## config.mk

```make
export PLATFORM = sky130hd
export DESIGN_NAME = sequence_player_flat
export DESIGN_NICKNAME = d
export VERILOG_FILES = /design/src/rtl/sequence_player_pkg.sv /design/src/rtl/sequence_player_if.sv /design/src/rtl/sequence_player_dwell_timer.sv /design/src/rtl/sequence_player.sv /design/src/flat_wrapper.sv
export SDC_FILE = /design/constraint.sdc
export NUM_CORES = 1
export LEC_CHECK = 0
export BUFFER_PORTS_ARGS = -buffer_cell sky130_fd_sc_hd__buf_2
export CAP_MARGIN = 5
export CORE_ASPECT_RATIO = 0.7
export CORE_MARGIN = 5
export CORE_UTILIZATION = 50
export DETAILED_ROUTE_END_ITERATION = 10
export PLACE_DENSITY = 0.7
export SYNTH_ARGS = -nofsm -noshare
export SYNTH_HDL_FRONTEND = slang
export SYNTH_SLANG_ARGS = --single-unit
```

## constraint.sdc

```tcl
create_clock -name clk -period 5.9 [get_ports clk]
set_input_delay 0.885 -clock clk [delete_from_list [all_inputs] [get_ports clk]]
set_output_delay 0.885 -clock clk [all_outputs]
set_load 0.02 [all_outputs]
```

## src/rtl/sequence_player_pkg.sv

```systemverilog
`default_nettype none
// ============================================================================
// Module      : sequence_player_pkg
// Description : Shared types and sizes for the sequence player. It holds the
//               playback state encoding, the buffer depth, the segment bus
//               width, the dwell timer width and the buffer pointer width.
// Ports       : none (package)
// Revision    : 1.0 - initial release
// ============================================================================
package sequence_player_pkg;

  localparam int SEQ_DEPTH = 7;   // entries captured per run (LFSR run length)
  localparam int SEG_W     = 7;   // display / LFSR value width
  localparam int TIMER_W   = 24;  // dwell and gap counter width
  localparam int PTR_W     = 3;   // buffer pointer width; holds 0..SEQ_DEPTH

  typedef enum logic [2:0] {
    ST_IDLE    = 3'd0,
    ST_RESTART = 3'd1,
    ST_CAPTURE = 3'd2,
    ST_SHOW    = 3'd3,
    ST_GAP     = 3'd4,
    ST_DONE    = 3'd5
  } state_t;

endpackage
`default_nettype wire

```

## src/rtl/sequence_player_if.sv

```systemverilog
`default_nettype none
// ============================================================================
// Module      : sequence_player_if
// Description : Link between the sequence player and the 7-bit LFSR stage.
// Signals     : lfsr_out      - LFSR current value (LFSR -> player)
//               lfsr_complete - LFSR completion flag (LFSR -> player)
//               lfsr_enable   - step enable (player -> LFSR)
//               lfsr_restart  - registered restart pulse (player -> LFSR)
// Modports    : master - the sequence player side
//               slave  - the LFSR side
// Revision    : 1.0 - initial release
// ============================================================================
interface sequence_player_if;
  import sequence_player_pkg::*;

  logic [SEG_W-1:0] lfsr_out;
  logic             lfsr_complete;
  logic             lfsr_enable;
  logic             lfsr_restart;

  modport master (
    input  lfsr_out,
    input  lfsr_complete,
    output lfsr_enable,
    output lfsr_restart
  );

  modport slave (
    output lfsr_out,
    output lfsr_complete,
    input  lfsr_enable,
    input  lfsr_restart
  );

endinterface
`default_nettype wire

```

## src/rtl/sequence_player_dwell_timer.sv

```systemverilog
`default_nettype none
// ============================================================================
// Module      : sequence_player_dwell_timer
// Description : Dwell timer shared by the SHOW and GAP phases. The count is
//               zeroed while i_load is high and otherwise advances by one per
//               cycle; o_expire flags the last cycle of a phase.
// Ports       : clk      - clock, rising edge
//               rst      - asynchronous active-high reset
//               i_load   - zero the counter on the next edge
//               i_limit  - phase length in cycles (1..2^24-1)
//               o_expire - high while the count equals i_limit-1
// Revision    : 1.0 - initial release
// ============================================================================
module sequence_player_dwell_timer
  import sequence_player_pkg::*;
(
  input  wire logic               clk,
  input  wire logic               rst,
  input  wire logic               i_load,
  input  wire logic [TIMER_W-1:0] i_limit,
  output logic                    o_expire
);

  logic [TIMER_W-1:0] r_cnt;

  always_ff @(posedge clk or posedge rst) begin
    if (rst) begin
      r_cnt <= '0;
    end else if (i_load) begin
      r_cnt <= '0;
    end else begin
      r_cnt <= r_cnt + TIMER_W'(1);
    end
  end

  // Phase lasts exactly i_limit cycles: counts 0 .. i_limit-1.
  assign o_expire = (r_cnt == (i_limit - TIMER_W'(1)));

endmodule
`default_nettype wire

```

## src/rtl/sequence_player.sv

```systemverilog
`default_nettype none
// ============================================================================
// Module      : sequence_player
// Description : Restarts the LFSR, captures the seven values it steps
//               through into a flop buffer, then replays them on the display
//               bus with a fixed dwell per entry and a blank gap between
//               entries, ending with a one-cycle done pulse.
// Ports       : clk             - clock, rising edge
//               rst             - asynchronous active-high reset
//               i_start         - run request (level, sampled in IDLE only)
//               i_stop          - abort to IDLE from any state
//               lfsr_bus        - LFSR link (master modport)
//               o_display       - segment pattern, zero when not showing
//               o_display_valid - high while an entry is shown
//               o_busy          - high in any state except IDLE
//               o_done          - one-cycle pulse at end of playback
//               o_err           - sticky zero-seed flag
// Revision    : 1.0 - initial release
// ============================================================================
module sequence_player
  import sequence_player_pkg::*;
#(
  parameter int DEPTH        = SEQ_DEPTH,
  parameter int DWELL_CYCLES = 1_000_000,
  parameter int GAP_CYCLES   = 250_000
) (
  input  wire logic             clk,
  input  wire logic             rst,
  input  wire logic             i_start,
  input  wire logic             i_stop,
  sequence_player_if.master     lfsr_bus,
  output logic [SEG_W-1:0]      o_display,
  output logic                  o_display_valid,
  output logic                  o_busy,
  output logic                  o_done,
  output logic                  o_err
);

  localparam logic [PTR_W-1:0] LAST_IDX = PTR_W'(DEPTH - 1);
  localparam logic [PTR_W-1:0] FULL_IDX = PTR_W'(DEPTH);

  state_t             r_state;
  logic [PTR_W-1:0]   r_wr_ptr;
  logic [PTR_W-1:0]   r_rd_ptr;
  logic               r_lfsr_enable;
  logic               r_lfsr_restart;
  logic [SEG_W-1:0]   r_display;
  logic               r_display_valid;
  logic               r_done;
  logic               r_err;
  logic [SEG_W-1:0]   r_mem [DEPTH];

  logic [PTR_W-1:0]   w_rd_next;
  logic               w_buf_full;
  logic               w_mem_we;
  logic               w_in_phase;
  logic               w_timer_load;
  logic [TIMER_W-1:0] w_limit;
  logic               w_expire;

  assign w_rd_next  = r_rd_ptr + PTR_W'(1);
  assign w_buf_full = (r_wr_ptr == FULL_IDX);

  // A capture edge writes only a legal, nonzero value into a free slot.
  assign w_mem_we = (r_state == ST_CAPTURE) && !i_stop
                 && !lfsr_bus.lfsr_complete && !w_buf_full
                 && (lfsr_bus.lfsr_out != '0);

  // Counter is held at zero outside SHOW/GAP and re-zeroed on each phase
  // boundary, so every SHOW/GAP entry starts counting from 0.
  assign w_in_phase   = (r_state == ST_SHOW) || (r_state == ST_GAP);
  assign w_timer_load = !w_in_phase || w_expire;
  assign w_limit      = (r_state == ST_SHOW) ? TIMER_W'(DWELL_CYCLES)
                                             : TIMER_W'(GAP_CYCLES);

  sequence_player_dwell_timer u_dwell_timer (
    .clk      (clk),
    .rst      (rst),
    .i_load   (w_timer_load),
    .i_limit  (w_limit),
    .o_expire (w_expire)
  );

  // Capture buffer: contents are don't-care until written, so no reset.
  always_ff @(posedge clk) begin
    if (w_mem_we) begin
      r_mem[r_wr_ptr] <= lfsr_bus.lfsr_out;
    end
  end

  always_ff @(posedge clk or posedge rst) begin
    if (rst) begin
      r_state         <= ST_IDLE;
      r_wr_ptr        <= '0;
      r_rd_ptr        <= '0;
      r_lfsr_enable   <= 1'b0;
      r_lfsr_restart  <= 1'b0;
      r_display       <= '0;
      r_display_valid <= 1'b0;
      r_done          <= 1'b0;
      r_err           <= 1'b0;
    end else if (i_stop) begin
      // Abort: everything but the sticky error returns to idle values.
      r_state         <= ST_IDLE;
      r_lfsr_enable   <= 1'b0;
      r_lfsr_restart  <= 1'b0;
      r_display       <= '0;
      r_display_valid <= 1'b0;
      r_done          <= 1'b0;
    end else begin
      r_lfsr_restart <= 1'b0;
      r_done         <= 1'b0;
      case (r_state)
        ST_IDLE: begin
          if (i_start) begin
            r_state        <= ST_RESTART;
            r_lfsr_restart <= 1'b1;
            r_err          <= 1'b0;
            r_wr_ptr       <= '0;
            r_rd_ptr       <= '0;
          end
        end
        ST_RESTART: begin
          r_state       <= ST_CAPTURE;
          r_lfsr_enable <= 1'b1;
        end
        ST_CAPTURE: begin
          if (lfsr_bus.lfsr_complete || w_buf_full) begin
            r_state         <= ST_SHOW;
            r_lfsr_enable   <= 1'b0;
            r_display       <= r_mem[r_rd_ptr];
            r_display_valid <= 1'b1;
          end else if (lfsr_bus.lfsr_out == '0) begin
            // A zero seed locks the LFSR; abandon the run.
            r_state       <= ST_IDLE;
            r_lfsr_enable <= 1'b0;
            r_err         <= 1'b1;
          end else begin
            r_wr_ptr <= r_wr_ptr + PTR_W'(1);
          end
        end
        ST_SHOW: begin
          if (w_expire) begin
            r_display       <= '0;
            r_display_valid <= 1'b0;
            if (r_rd_ptr == LAST_IDX) begin
              r_state <= ST_DONE;
              r_done  <= 1'b1;
            end else begin
              r_state <= ST_GAP;
            end
          end
        end
        ST_GAP: begin
          if (w_expire) begin
            r_state         <= ST_SHOW;
            r_rd_ptr        <= w_rd_next;
            r_display       <= r_mem[w_rd_next];
            r_display_valid <= 1'b1;
          end
        end
        ST_DONE: begin
          r_state <= ST_IDLE;
        end
        default: begin
          r_state <= ST_IDLE;
        end
      endcase
    end
  end

  assign lfsr_bus.lfsr_enable  = r_lfsr_enable;
  assign lfsr_bus.lfsr_restart = r_lfsr_restart;
  assign o_display             = r_display;
  assign o_display_valid       = r_display_valid;
  assign o_busy                = (r_state != ST_IDLE);
  assign o_done                = r_done;
  assign o_err                 = r_err;

endmodule
`default_nettype wire

```

## src/flat_wrapper.sv

```systemverilog
// flat-port wrapper written by rule: the top's interface ports become plain ports
module sequence_player_flat import sequence_player_pkg::*;
#(
  parameter int DEPTH        = SEQ_DEPTH,
  parameter int DWELL_CYCLES = 1_000_000,
  parameter int GAP_CYCLES   = 250_000
)
  (clk, rst, i_start, i_stop, o_display, o_display_valid, o_busy, o_done, o_err, lfsr_bus_lfsr_out, lfsr_bus_lfsr_complete, lfsr_bus_lfsr_enable, lfsr_bus_lfsr_restart);
  sequence_player_if lfsr_bus_i ();
  input  wire logic clk;
  input  wire logic rst;
  input  wire logic i_start;
  input  wire logic i_stop;
  output logic [SEG_W-1:0] o_display;
  output logic o_display_valid;
  output logic o_busy;
  output logic o_done;
  output logic o_err;
  input wire logic [$bits(lfsr_bus_i.lfsr_out)-1:0] lfsr_bus_lfsr_out;
  input wire logic [$bits(lfsr_bus_i.lfsr_complete)-1:0] lfsr_bus_lfsr_complete;
  output wire logic [$bits(lfsr_bus_i.lfsr_enable)-1:0] lfsr_bus_lfsr_enable;
  output wire logic [$bits(lfsr_bus_i.lfsr_restart)-1:0] lfsr_bus_lfsr_restart;
  assign lfsr_bus_i.lfsr_out = lfsr_bus_lfsr_out;
  assign lfsr_bus_i.lfsr_complete = lfsr_bus_lfsr_complete;
  assign lfsr_bus_lfsr_enable = lfsr_bus_i.lfsr_enable;
  assign lfsr_bus_lfsr_restart = lfsr_bus_i.lfsr_restart;
  sequence_player #(.DEPTH(DEPTH), .DWELL_CYCLES(DWELL_CYCLES), .GAP_CYCLES(GAP_CYCLES)) u_core (.clk(clk), .rst(rst), .i_start(i_start), .i_stop(i_stop), .lfsr_bus(lfsr_bus_i), .o_display(o_display), .o_display_valid(o_display_valid), .o_busy(o_busy), .o_done(o_done), .o_err(o_err));
endmodule
```

[Yosys cells after proc, flatten, opt, wreduce, memory -nomap -nowiden]
Memories as Yosys holds them, arrays and structs flattened.
Cells that the tools add are included.
Word-level totals
  output and inout port bits: 13
  bits of input ports: 12
  memories: 1
  logic and storage cells: 101
  RAM bits: 49
  flip-flop bits (word level): 45
Memories
  u_core.r_mem: words 7, width 7, rd ports 2, clocked after memory_dff 0, wr ports 1, line sequence_player.sv:51  | logic [SEG_W-1:0] r_mem [DEPTH];
Operators by class
  multiplexer cells: 43
  $add $sub $neg: 4
  reductions and logical operators: 25
  bitwise operators: 1
  equal/unequal tests: 17
Operators by type and width (count)
  $mux 3: 10
  $mux 7: 4
  $add 24x1->24 const B: 1
  $eq 24x24->1: 1
  $mux 24: 1
  $sub 24x1->24 const B: 1
  $pmux 7 s3: 1
  $mux 1: 20
  $mux 20: 1
  $pmux 3 s5: 1
  $pmux 3 s2: 2
  $reduce_and 4->1: 3
  $reduce_and 5->1: 2
  $eq 3x3->1 const B: 3
  $ne 2x2->1 const B: 4
  $logic_not 7->1: 1
  $reduce_bool 7->1: 1
  $add 3x1->3 const B: 2
  $eq 3x2->1 const B: 2
  $ne 3x2->1 const B: 2
  $ne 3x3->1 const B: 2
  $reduce_bool 3->1: 2
  $logic_and 1x1->1: 4
  $logic_not 1->1: 4
  11 further kinds: 15

[Depth between registers and ports, before layout]
  depth in word-level cells: 7
  gate-level depth with buffers: 9
  mapped depth without buffers: 7

[Modules after synthesis]
A second synthesis with hierarchy kept.
Unflattened totals
  cell total of the unflattened synthesis: 512
  area total of the unflattened synthesis: 5531.6 um2
Modules (own cells, without submodules)
  sequence_player: sequential area each 1996.9 um2, area each 3494.6 um2, times used 1, cells an instance 265
  sequence_player_dwell_timer: sequential area each 600.6 um2, area each 2037.0 um2, times used 1, cells an instance 247

[Worst setup path after synthesis]
No wires, ideal clock.
  path type: in2reg
  from: input i_stop
  to: memory u_core.r_mem[6][0] (enable)
  cell stages on the path: 5
  buffers on the path: 0
  setup time: 382 ps
  required time: 5518 ps
  arrival time: 2346 ps
  setup slack: 3172 ps
  path through: nor2_1 nand2_1 a211oi_1 nand2_1 nor3b_1
Between the ends
  longest elaborated chain between the ends: 7
RTL lines
  from (decl): line flat_wrapper.sv:13  | input wire logic i_stop;
  $logic_not 1->1: line sequence_player.sv:65  | assign w_mem_we = (r_state == ST_CAPTURE) && !i_stop
  $logic_and 1x1->1: line sequence_player.sv:65
  $logic_and 1x1->1 (2 in series): line sequence_player.sv:66  | && !lfsr_bus.lfsr_complete && !w_buf_full
  $logic_and 1x1->1: line sequence_player.sv:67  | && (lfsr_bus.lfsr_out != '0);
  $mux 1: line sequence_player.sv:86  | if (w_mem_we) begin
  $mux 1 (not written as such): line sequence_player.sv:87  | r_mem[r_wr_ptr] <= lfsr_bus.lfsr_out;
  to (decl): line sequence_player.sv:51
No other way between the ends.

[Final worst setup path]
  from: register u_core.r_wr_ptr[0]
  to: memory u_core.r_mem[6][3] (enable)
Between the ends
  longest elaborated chain between the ends: 6
RTL lines
  from (decl): line sequence_player.sv:43  | logic [PTR_W-1:0] r_wr_ptr;
  from (signal assigned): line sequence_player.sv:139  | r_wr_ptr <= r_wr_ptr + PTR_W'(1);
  $eq 3x3->1: line sequence_player.sv:62  | assign w_buf_full = (r_wr_ptr == FULL_IDX);
  $logic_not 1->1: line sequence_player.sv:66
  $logic_and 1x1->1: line sequence_player.sv:66
  $logic_and 1x1->1: line sequence_player.sv:67
  $mux 1: line sequence_player.sv:86
  $mux 1 (not written as such): line sequence_player.sv:87
Parallel ways exist; a longest one is shown, timed or not.

==> reports/qor_table.md <==
| Metric | Value | Unit |
|:---|:---|:---|
| Worst setup slack for register-to-register paths | 2.67 | ns |
| TritonRoute pass-1 iters | 5 | - |
| Fraction of final layout cells sized beyond drive strength 1 | 19.9 | % |
| Number of library cell types mapped by synthesis | 60 | - |
| CP Cell Sequence | ha_1, ha_1, nor2_1, nand2_1, a211oi_1, nand2_1, nor3b_1 | - |
| Peak VDD IR | 174 | uV |
| Clock transition at path regs | 0.07 | ns |
| Number of design-rule violations left by the first detailed-router iteration | 328 | - |
| Leak | 1.94 | nW |
| Num ports | 25 | - |
| Overall die height | 91.1 | um |
| Most used DFF post-synth | sky130_fd_sc_hd__edfxtp_1 | - |
| Initial Utilization | 51.5 | % |
| Source of the worst register-to-register timing path | u_core.r_wr_ptr[0] | - |
| Number of nets in the synthesized netlist | 390 | - |
| Total number of clock tree sinks | 94 | - |
| Crit path setup slack, layout | 2.67 | ns |
| PD cells | 292 | mW/mm2 |
| Worst setup SP type | flip-flop | - |
| Antenna violations before repair | 0 | - |
| Horizontal extent of the die | 126 | um |
| Number of synthesized register bits | 94 | - |
| Final Cell Area | 0.00523 | mm2 |
| Number of flops mapped to enable cells by yosys | 49 | - |
| Placed wire-length estimate | 7350 | um |
| Worst slew pin tran | 1.11 | ns |
| Clock latency on the worst-skew pair | 0.34 | ns |
| Count of nets left with antenna violations after detail routing | 0 | - |
| Critical path fanouts, max | 9 | - |
| Yosys warning count | 0 | - |
| Core area | 0.00911 | mm2 |
| Total number of H-tree levels | 3 | - |
| Finish-stage setup viols | 0 | - |
| Top delay family on crit path | simple AND/OR/NAND/NOR gates | - |
| Die area | 0.0115 | mm2 |
| Hold Crit Endpoint | u_core.u_dwell_timer.r_cnt[0] | - |
| Worst hold path type | reg -> reg | - |
| Detailed-route vias per instance | 6.13 | - |
| Required time of the worst setup path | 5.86 | ns |
| Drt wl/cell | 19.5 | um |
| Data arrival, critical path | 3.19 | ns |
| Share of flip-flops with an asynchronous set or reset after synthesis | 47.9 | % |
| Sequential fraction of the synthesis area | 55.3 | % |
| Final Hold Fails | 0 | - |
| Min Clock Period, post-route | 3.23 | ns |
| Area after DPL | 0.00494 | mm2 |
| Setup repair after global routing missed its margin | no | - |
| Clock root cell | sky130_fd_sc_hd__clkbuf_16 | - |
| Worst r2r dst | u_core.r_mem[6][3] | - |
| Maximum count of clock buffers along a single path | 2 | - |
| Highest cell delay on the worst timing path | 0.94 | ns |
| Vias in the first global route | 3157 | - |
| Final-layout setup total negative slack | 0 | ns |
| # nets final | 414 | - |
| Hold bufs inserted after CTS | 0 | - |
| Min-Delay Startpoint | u_core.u_dwell_timer.r_cnt[0] | - |
| Post-synthesis to final-layout area growth | 11.5 | % |
| Number of port buffers | 24 | - |
| Sort of element at the end of the critical path | flip-flop | - |
| Wire length of the first global-routing pass | 17000 | um |
| Remaining Overflow, GRT | 0 | - |
| Maximum clock rate | 310 | MHz |
| Final weighted congestion in routability-driven placement | 0.886 | - |
| Highest-delay cell along the critical path | sky130_fd_sc_hd__nor3b_1 | - |
| Total global routing track utilization | 18.8 | % |
| Number of instances in the synthesized netlist | 373 | - |
| Number of diodes | 0 | - |
| Worst setup skew after layout | 0.00466 | ns |
| Status | completed | - |
| Post-synthesis cell area | 0.00469 | mm2 |
| Largest net degree at the start of global routing | 46 | - |
| Routed WL | 10300 | um |
| Tcrit/Tclk final | 54.7 | % |
| Setup Crit Path Kind | reg -> reg | - |
| Floorplan row count | 29 | - |
| CTS tree | yes | - |
| Max capacitance violation total | 0 | - |
| Reg2reg path depth | 7 | - |
| Worst Path Buf+Inv | 0 | - |
| Remaining max-slew budget at the tightest pin | 25.7 | % |
| TritonCTS Buffers | 9 | - |
| Count of pins over their slew limit | 0 | - |
| Cells on Worst Hold Path | 1 | - |
| Residual DRC | 0 | - |
| Vias | 3225 | - |
| Placement Setup Slack | 2.37 | ns |
| Buffer count from post-CTS setup fixing | 0 | - |
| CTS resizes | 0 | - |
| Syn Area/Cell | 12.6 | um2 |
[worst reg2reg max path: stages (launching register included)]
cell and delay, ns:
sky130_fd_sc_hd__dfrtp_1 0.47, sky130_fd_sc_hd__ha_1 0.25, sky130_fd_sc_hd__ha_1 0.18, sky130_fd_sc_hd__nor2_1 0.14, sky130_fd_sc_hd__nand2_1 0.09, sky130_fd_sc_hd__a211oi_1 0.59
sky130_fd_sc_hd__nand2_1 0.19, sky130_fd_sc_hd__nor3b_1 0.94
[cell type report]
cell class	instances	area [um2]
fillers	723	3870
multi-input cells	258	2010
inverters	5	18.8
flip-flops and latches	94	2600
clock inverters	7	72.6
clock buffers	9	225
well taps	124	155
repair buffers	29	158
[layout by cell type, fill, tap and decap left out, types with 5 or more instances in the layout]
cell type / synthesis / final
sky130_fd_sc_hd__xor2_1: 15 / 15
sky130_fd_sc_hd__nand2_1: 29 / 29
sky130_fd_sc_hd__dfrtp_1: 45 / 45
sky130_fd_sc_hd__o21ai_0: 9 / 9
sky130_fd_sc_hd__ha_1: 5 / 5
sky130_fd_sc_hd__mux4_2: 14 / 14
sky130_fd_sc_hd__mux2i_1: 18 / 18
sky130_fd_sc_hd__o21ai_1: 5 / 5
sky130_fd_sc_hd__edfxtp_1: 49 / 49
sky130_fd_sc_hd__o211ai_1: 5 / 5
sky130_fd_sc_hd__nor3_1: 10 / 10
sky130_fd_sc_hd__clkbuf_16: 0 / 9
sky130_fd_sc_hd__xnor2_1: 8 / 8
sky130_fd_sc_hd__nor2_1: 38 / 38
sky130_fd_sc_hd__buf_4: 0 / 5
sky130_fd_sc_hd__mux2_2: 11 / 11
sky130_fd_sc_hd__buf_2: 8 / 24
sky130_fd_sc_hd__nand3_1: 14 / 14
sky130_fd_sc_hd__nor4_1: 6 / 6
[per-layer routing]
| layer | GRT usage (%) | vias to the layer above | routed length (um) | share of wire (%) |
|---|---|---|---|---|
| met5 | 0 | - | 0 | 0 |
| met4 | 5.18 | 0 | 141 | 1.4 |
| met3 | 5.16 | 12 | 780 | 7.6 |
| met2 | 25.3 | 126 | 4220 | 41 |
| met1 | 29.8 | 1612 | 5120 | 50 |
| li1 | - | 1475 | - | - |
[state kept, by name, summed over array words and instances (netlist names)]
register and flops:
u_core.lfsr_bus.lfsr_enable 1, u_core.lfsr_bus.lfsr_restart 1, u_core.o_display 7, u_core.o_display_valid 1, u_core.o_done 1, u_core.o_err 1, u_core.r_mem 49, u_core.r_rd_ptr 3
u_core.r_state 3, u_core.r_wr_ptr 3, u_core.u_dwell_timer.r_cnt 24
[cells in the mapped netlist, drive strengths merged, types with 2 or more instances]
library cell,number,area (um2)
edfxtp,49,1470
dfrtp,45,1130
nor2,38,143
nand2,30,115
mux2i,18,180
o21ai,15,78.8
xor2,15,131
mux4,14,315
nand3,14,70.1
mux2,12,135
nor3,11,60.1
buf,10,47.6
xnor2,9,86.3
clkbuf,6,22.5
nor4,6,37.5
o211ai,6,50.1
ha,5,62.6
inv,5,18.8
a22o,4,35.0
nand4,4,25.0
nor4b,4,50.1
o211a,4,40.0
a21oi,3,15.0
a22oi,3,22.5
and2,3,18.8
and3,3,18.8
and4,3,26.3
o31ai,3,22.5
a211oi,2,15.0
and4b,2,20.0
nand2b,2,12.5
nor3b,2,15.0
nor4bb,2,20.0
o2111ai,2,17.5
o21a,2,15.0
or4,2,15.0
[stage by stage]
| stage | instances | hold WS [ns] | power (W) | utilization [%] |
|---|---|---|---|---|
| after CTS | 526 | 0.482 | 0.00154 | 57.5 |
| after detailed placement | 510 | 0.474 | 0.000969 | 54.2 |
| after floorplan | 373 | 0.455 | 0.000903 | - |
| final | 526 | 0.482 | 0.00153 | 57.5 |
| after global routing | 526 | 0.510 | 0.00160 | 57.5 |
| after global placement | 510 | 0.466 | 0.000963 | 54.2 |
[worst max-delay path by stage]
stage	cells after the start	end	start	slack (ns)
final	7	u_core.r_mem[6][3]	u_core.r_wr_ptr[0]	2.67
after global routing	7	u_core.r_mem[6][4]	u_core.r_wr_ptr[0]	2.46
after CTS	7	u_core.r_mem[6][4]	u_core.r_wr_ptr[0]	2.61
after detailed placement	6	u_core.r_mem[6][0]	i_stop	2.37
after global placement	6	u_core.r_mem[6][4]	i_stop	2.51
after floorplan	5	u_core.r_mem[6][0]	i_stop	3.17
[report_power, final]
group          switching, W  internal, W
Combinational      0.000122    0.0000714
Clock              0.000242     0.000329
Sequential        0.0000422     0.000723
[logic make-up after synthesis]
family | after synthesis | synth area share, %
adder cells (fa/ha/maj) | 5 | 1.33
XOR/XNOR | 24 | 4.64
AO/OA/AOI/OAI | 53 | 8.42
AND/OR/NAND/NOR | 132 | 14.9
buffers and inverters | 21 | 1.89
multiplexers | 44 | 13.4
flip-flops | 94 | 55.3
(Power assumes the default switching activity.)
